### config.mk
export PLATFORM = sky130hd
export DESIGN_NAME = perceptron_mac_seq
export DESIGN_NICKNAME = d
export VERILOG_FILES = /design/src/rtl/perceptron_mac_seq.sv
export SDC_FILE = /design/constraint.sdc
export NUM_CORES = 1
export LEC_CHECK = 0
export CORE_UTILIZATION = 45
export DETAILED_ROUTE_END_ITERATION = 6
export RECOVER_POWER = 50
export SLEW_MARGIN = 20
export SYNTH_ARGS = -nofsm -noshare
export SYNTH_HDL_FRONTEND = slang
export SYNTH_SLANG_ARGS = --single-unit
### constraint.sdc
create_clock -name clk -period 6.4 [get_ports clk]
set_input_delay 1.28 -clock clk [delete_from_list [all_inputs] [get_ports clk]]
set_output_delay 1.28 -clock clk [all_outputs]
set_load 0.005 [all_outputs]
### src/rtl/perceptron_mac_seq.sv
// Sequential perceptron neuron: one multiply-accumulate per accepted beat, then a
// registered activation (linear / ReLU / step) with arithmetic shift and saturation.
module perceptron_mac_seq #(
  parameter int N_INPUTS  = 50,
  parameter int DATA_W    = 16,
  parameter int ACC_W     = 39,
  parameter int OUT_W     = 16,
  parameter int OUT_SHIFT = 0
) (
  input  logic                     clk,
  input  logic                     rst_n,
  input  logic                     in_valid,
  output logic                     in_ready,
  input  logic signed [DATA_W-1:0] in_data,
  input  logic signed [DATA_W-1:0] in_coeff,
  input  logic signed [DATA_W-1:0] bias,
  input  logic        [1:0]        act_mode,
  output logic                     out_valid,
  input  logic                     out_ready,
  output logic signed [OUT_W-1:0]  out_sum,
  output logic                     out_sat,
  output logic                     busy
);

  localparam int unsigned CNT_W = (N_INPUTS > 1) ? $clog2(N_INPUTS + 1) : 1;
  localparam logic signed [ACC_W-1:0] SAT_MAX = {{(ACC_W-OUT_W+1){1'b0}}, {(OUT_W-1){1'b1}}};
  localparam logic signed [ACC_W-1:0] SAT_MIN = {{(ACC_W-OUT_W+1){1'b1}}, {(OUT_W-1){1'b0}}};

  typedef enum logic [1:0] {IDLE, ACC, ACT, OUT} state_t;

  state_t                      state, state_next;
  logic        [CNT_W-1:0]     cnt;
  logic signed [ACC_W-1:0]     acc;
  logic        [1:0]           mode;
  logic signed [2*DATA_W-1:0]  product;
  logic signed [ACC_W-1:0]     product_ext;
  logic signed [ACC_W-1:0]     bias_ext;
  logic signed [ACC_W-1:0]     shifted;
  logic signed [ACC_W-1:0]     relu_in;
  logic signed [OUT_W-1:0]     act_sum;
  logic                        act_sat;
  logic                        accept;
  logic                        last_beat;

  assign product     = in_data * in_coeff;
  assign product_ext = {{(ACC_W-2*DATA_W){product[2*DATA_W-1]}}, product};
  assign bias_ext    = {{(ACC_W-DATA_W){bias[DATA_W-1]}}, bias};
  assign accept      = in_valid & in_ready;
  assign last_beat   = (cnt == CNT_W'(N_INPUTS - 1));
  assign busy        = (state != IDLE);

  always_ff @(posedge clk or negedge rst_n) begin
    if (!rst_n) state <= IDLE;
    else        state <= state_next;
  end

  always_comb begin
    state_next = state;
    in_ready   = 1'b0;
    out_valid  = 1'b0;
    case (state)
      IDLE: begin
        in_ready = 1'b1;
        if (accept) state_next = (N_INPUTS == 1) ? ACT : ACC;
      end
      ACC: begin
        in_ready = 1'b1;
        if (accept && last_beat) state_next = ACT;
      end
      ACT: state_next = OUT;
      OUT: begin
        out_valid = 1'b1;
        if (out_ready) state_next = IDLE;
      end
      default: state_next = IDLE;
    endcase
  end

  // ReLU clamps the full-precision shifted value before saturation; step looks at raw acc.
  always_comb begin
    shifted = acc >>> OUT_SHIFT;
    relu_in = shifted;
    act_sum = '0;
    act_sat = 1'b0;
    if (mode == 2'd1 && shifted < 0) relu_in = '0;
    if (mode == 2'd2) begin
      act_sum = (acc > 0) ? OUT_W'(1) : '0;
    end else if (relu_in > SAT_MAX) begin
      act_sum = SAT_MAX[OUT_W-1:0];
      act_sat = 1'b1;
    end else if (relu_in < SAT_MIN) begin
      act_sum = SAT_MIN[OUT_W-1:0];
      act_sat = 1'b1;
    end else begin
      act_sum = relu_in[OUT_W-1:0];
    end
  end

  always_ff @(posedge clk or negedge rst_n) begin
    if (!rst_n) begin
      acc     <= '0;
      cnt     <= '0;
      mode    <= '0;
      out_sum <= '0;
      out_sat <= 1'b0;
    end else begin
      case (state)
        IDLE: if (accept) begin
          acc  <= bias_ext + product_ext;
          cnt  <= CNT_W'(1);
          mode <= act_mode;
        end
        ACC: if (accept) begin
          acc <= acc + product_ext;
          cnt <= cnt + CNT_W'(1);
        end
        ACT: begin
          out_sum <= act_sum;
          out_sat <= act_sat;
        end
        default: ;
      endcase
    end
  end

endmodule
==> impl_metrics.xml <==
<?xml version="1.0" encoding="UTF-8"?>
<metrics>
  <group name="setup_path">
    <metric name="cp_slowest_stage_delay" unit="ns">0.55</metric>
    <metric name="crit_path_end_kind" unit="">register</metric>
    <metric name="criticalPathCategory" unit="">in2reg</metric>
    <metric name="cp-start-kind" unit="">primary input</metric>
    <metric name="worstPathMaxFanout" unit="">4</metric>
    <metric name="reg2regPathDepth" unit="">12</metric>
    <metric name="critical_path_required" unit="ns">6.67</metric>
    <metric name="cpMostUsedCell" unit="">sky130_fd_sc_hd__fa_1</metric>
    <metric name="slowest_stage" unit="">sky130_fd_sc_hd__fa_1</metric>
    <metric name="worst-endpoint-arrival" unit="ns">8.88</metric>
  </group>
  <group name="sta">
    <metric name="setup_repair_after_global_routing_missed_its_margin" unit="">true</metric>
    <metric name="timing.final.ws_setup" unit="ns">-2.21</metric>
    <metric name="max_clock_freq" unit="GHz">0.116</metric>
    <metric name="measured_slew_at_the_worst_slew_check_pin" unit="ns">3.76</metric>
    <metric name="finClkSkew" unit="ns">0.00781</metric>
    <metric name="final-hold-violation-count" unit="">0</metric>
    <metric name="final_period_minus_worst_setup_slack" unit="ns">8.61</metric>
    <metric name="final_max_slew_viol_count" unit="">67</metric>
    <metric name="hold_worst_slack" unit="ns">0.519</metric>
    <metric name="setup-violations-final" unit="">30</metric>
    <metric name="final.period_utilization" unit="%">134</metric>
    <metric name="worst_slew_margin_rel" unit="%">-151</metric>
  </group>
  <group name="hold_path">
    <metric name="holdCritPathClass" unit="">reg2reg</metric>
    <metric name="min_delay_path_depth" unit="">1</metric>
  </group>
  <group name="grt">
    <metric name="grt_antenna_before_repair" unit="">0</metric>
    <metric name="grt_start_max_net_pins" unit="">67</metric>
    <metric name="first_global_vias" unit="">16707</metric>
    <metric name="globalRouteTotalUtil" unit="%">27.3</metric>
    <metric name="global_route_congestion_overflow_total" unit="">0</metric>
    <metric name="grt_pass1_wl" unit="µm">83600</metric>
  </group>
  <group name="clock_tree">
    <metric name="tritoncts" unit="">yes</metric>
    <metric name="cts_num_sinks" unit="">66</metric>
    <metric name="cts-root-buf" unit="">sky130_fd_sc_hd__clkbuf_16</metric>
    <metric name="cts_max_level" unit="">3</metric>
    <metric name="clock_insertion_delay_at_the_later_pin_of_the_skew_report" unit="ns">0.34</metric>
    <metric name="clk_path_buf_depth" unit="">2</metric>
    <metric name="ctsHoldBuffers" unit="">0</metric>
    <metric name="cts-buffers-inserted" unit="">9</metric>
    <metric name="path_clk_slew" unit="ns">0.06</metric>
  </group>
  <group name="finish">
    <metric name="mostFrequentLayoutCell" unit="">sky130_fd_sc_hd__buf_4</metric>
    <metric name="final_cells" unit="">2881</metric>
    <metric name="nets" unit="">2893</metric>
    <metric name="num_antenna_cells" unit="">0</metric>
    <metric name="drive_above_1_share" unit="%">35.4</metric>
    <metric name="postLayoutCoreUtil" unit="%">65.8</metric>
    <metric name="layout.cells.most_common_list" unit="">374 x sky130_fd_sc_hd__buf_4, 310 x sky130_fd_sc_hd__inv_1, 242 x sky130_fd_sc_hd__fa_1, 183 x sky130_fd_sc_hd__nand2_1, 109 x sky130_fd_sc_hd__ha_1</metric>
    <metric name="area.growth.synth_to_final" unit="%">42.4</metric>
    <metric name="finalInstanceArea" unit="mm²">0.0236</metric>
  </group>
  <group name="logic_synthesis">
    <metric name="synth_ff_type" unit="">sky130_fd_sc_hd__dfrtp_1</metric>
    <metric name="ys_warn_count" unit="">0</metric>
    <metric name="ys_seq_area_share" unit="%">9.95</metric>
    <metric name="synth_seq_cells" unit="">66</metric>
    <metric name="post_synth.cell_area_avg" unit="µm²">8.57</metric>
    <metric name="synth_cell_types" unit="">77</metric>
    <metric name="synth.net_count" unit="">2415</metric>
    <metric name="mappedNetlistArea" unit="mm²">0.0166</metric>
    <metric name="syn_inst" unit="">1937</metric>
    <metric name="synth_edf_count" unit="">0</metric>
    <metric name="async_reset_ff_share" unit="%">100</metric>
  </group>
  <group name="floorplan">
    <metric name="die_outline_width" unit="µm">194</metric>
    <metric name="placementRows" unit="">69</metric>
    <metric name="dieArea" unit="mm²">0.0377</metric>
    <metric name="core" unit="mm²">0.0359</metric>
    <metric name="starting_density_of_the_core" unit="%">46.2</metric>
    <metric name="fp.dieH" unit="µm">194</metric>
    <metric name="ios" unit="">74</metric>
  </group>
  <group name="place">
    <metric name="place.gp.congestion" unit="">0.901</metric>
    <metric name="placed_cells_incl_taps" unit="">2772</metric>
    <metric name="port_buffers" unit="">73</metric>
    <metric name="dp_hpwl" unit="µm">37000</metric>
    <metric name="place_area" unit="mm²">0.0210</metric>
  </group>
  <group name="routing">
    <metric name="drc_errors" unit="">0</metric>
    <metric name="detailedRoute.firstPassIterationCount" unit="">7</metric>
    <metric name="drt_iter0_markers" unit="">914</metric>
    <metric name="num_vias" unit="">15225</metric>
    <metric name="drt_via_density" unit="">5.28</metric>
    <metric name="ant_nets" unit="">0</metric>
    <metric name="average_wire_per_cell_in_the_routed_design" unit="µm">17.1</metric>
    <metric name="drt_wl_total" unit="µm">49300</metric>
  </group>
  <group name="outcome">
    <metric name="run_status" unit="">finished, violations left</metric>
    <metric name="failed_checks" unit="">capacitance limit, slew limit, setup timing</metric>
  </group>
  <group name="job">
    <metric name="max-cap-violations" unit="">1</metric>
  </group>
</metrics>
==> sequential cells by signal, indices dropped and copies added (netlist names) <==
name,cells
cnt,6
state,2
out_sum,16
acc,39
mode,2
out_sat,1
==> layout make-up <==
| cell class | instances | area (µm²) |
|---|---|---|
| Inverter | 367 | 1390 |
| Timing Repair inverter | 1 | 7.51 |
| Clock buffer | 9 | 225 |
| Tap cell | 461 | 577 |
| Multi-Input combinational cell | 1449 | 15000 |
| Sequential cell | 66 | 1650 |
| Timing Repair Buffer | 521 | 4660 |
| Fill cell | 2856 | 12300 |
| Clock inverter | 7 | 75.1 |
==> worst max-delay path, delay by kind of cell <==
kind	cells	cell delay (ns)
simple gates	4	0.53
buf+inv	5	0.59
fa+ha+maj	8	3.68
compound gates	13	2.41
xor+xnor	2	0.39
==> synthesized netlist by cell type (all sizes together) (14+ instances only) <==
master	n	area [µm²]
o22ai	17	106
a21o	48	363
nand3	25	125
fa	264	5290
xnor2	61	534
ha	160	2000
o21ai	74	370
clkbuf	47	176
o21a	14	105
inv	367	1380
nor2	103	389
a31oi	17	128
and2	131	820
nor3	17	85.1
o211ai	14	115
nand2	198	746
and3	17	113
a211oi	15	128
o21bai	14	105
a21oi	117	619
xor2	25	219
dfrtp	66	1650
==> through the flow <==
stage	setup WS (ns)	setup TNS, ns
6_report	-2.21	-49.40
5_1_grt	-2.52	-56.74
4_1_cts	-2.15	-48.55
3_5_place_dp	-3.18	-75.12
2_1_floorplan	-2.12	-39.10
3_3_place_gp	-3.04	-73.09
==> routing by layer <==
metal	GRT usage [%]	share of wire (%)
met1	36.1	44
met2	46.9	49
met3	2.57	3.8
met4	9.29	3.6
met5	0	0
==> logic make-up after synthesis <==
kind of cell | synth area share (%)
muxes | 0.761
DFF | 9.95
and+or+nand+nor | 16.3
xor gates and xnor gates | 4.67
buffers and inverters | 9.55
adders and majority gates | 43.9
AOI/OAI and AO/OA | 14.8
==> worst paths after layout <==
| check | startpoint | endpoint | slack [ns] |
|---|---|---|---|
| worst max-delay path | in_coeff[7] | acc[38] | -2.21 |
| worst min-delay path | mode[0] | mode[0] | 0.52 |
| worst max register to register | acc[0] | acc[26] | 3.03 |
| worst min register to register | mode[0] | mode[0] | 0.52 |
| max in group asynchronous | rst_n | acc[3] | 1.93 |
| min in group asynchronous | rst_n | acc[25] | 2.33 |
==> what timing repair did <==
item / in CTS / in global routing
endpoints found under the setup margin: 32 / 32
cloned: 9 / 1
setup buffers: 71 / 29
pin swaps: 224 / 173
resized for setup: 363 / 163
Power is left out: the tool's default activity adds up to more than one toggle a clock period on the data nets, which glitch-free logic cannot reach.
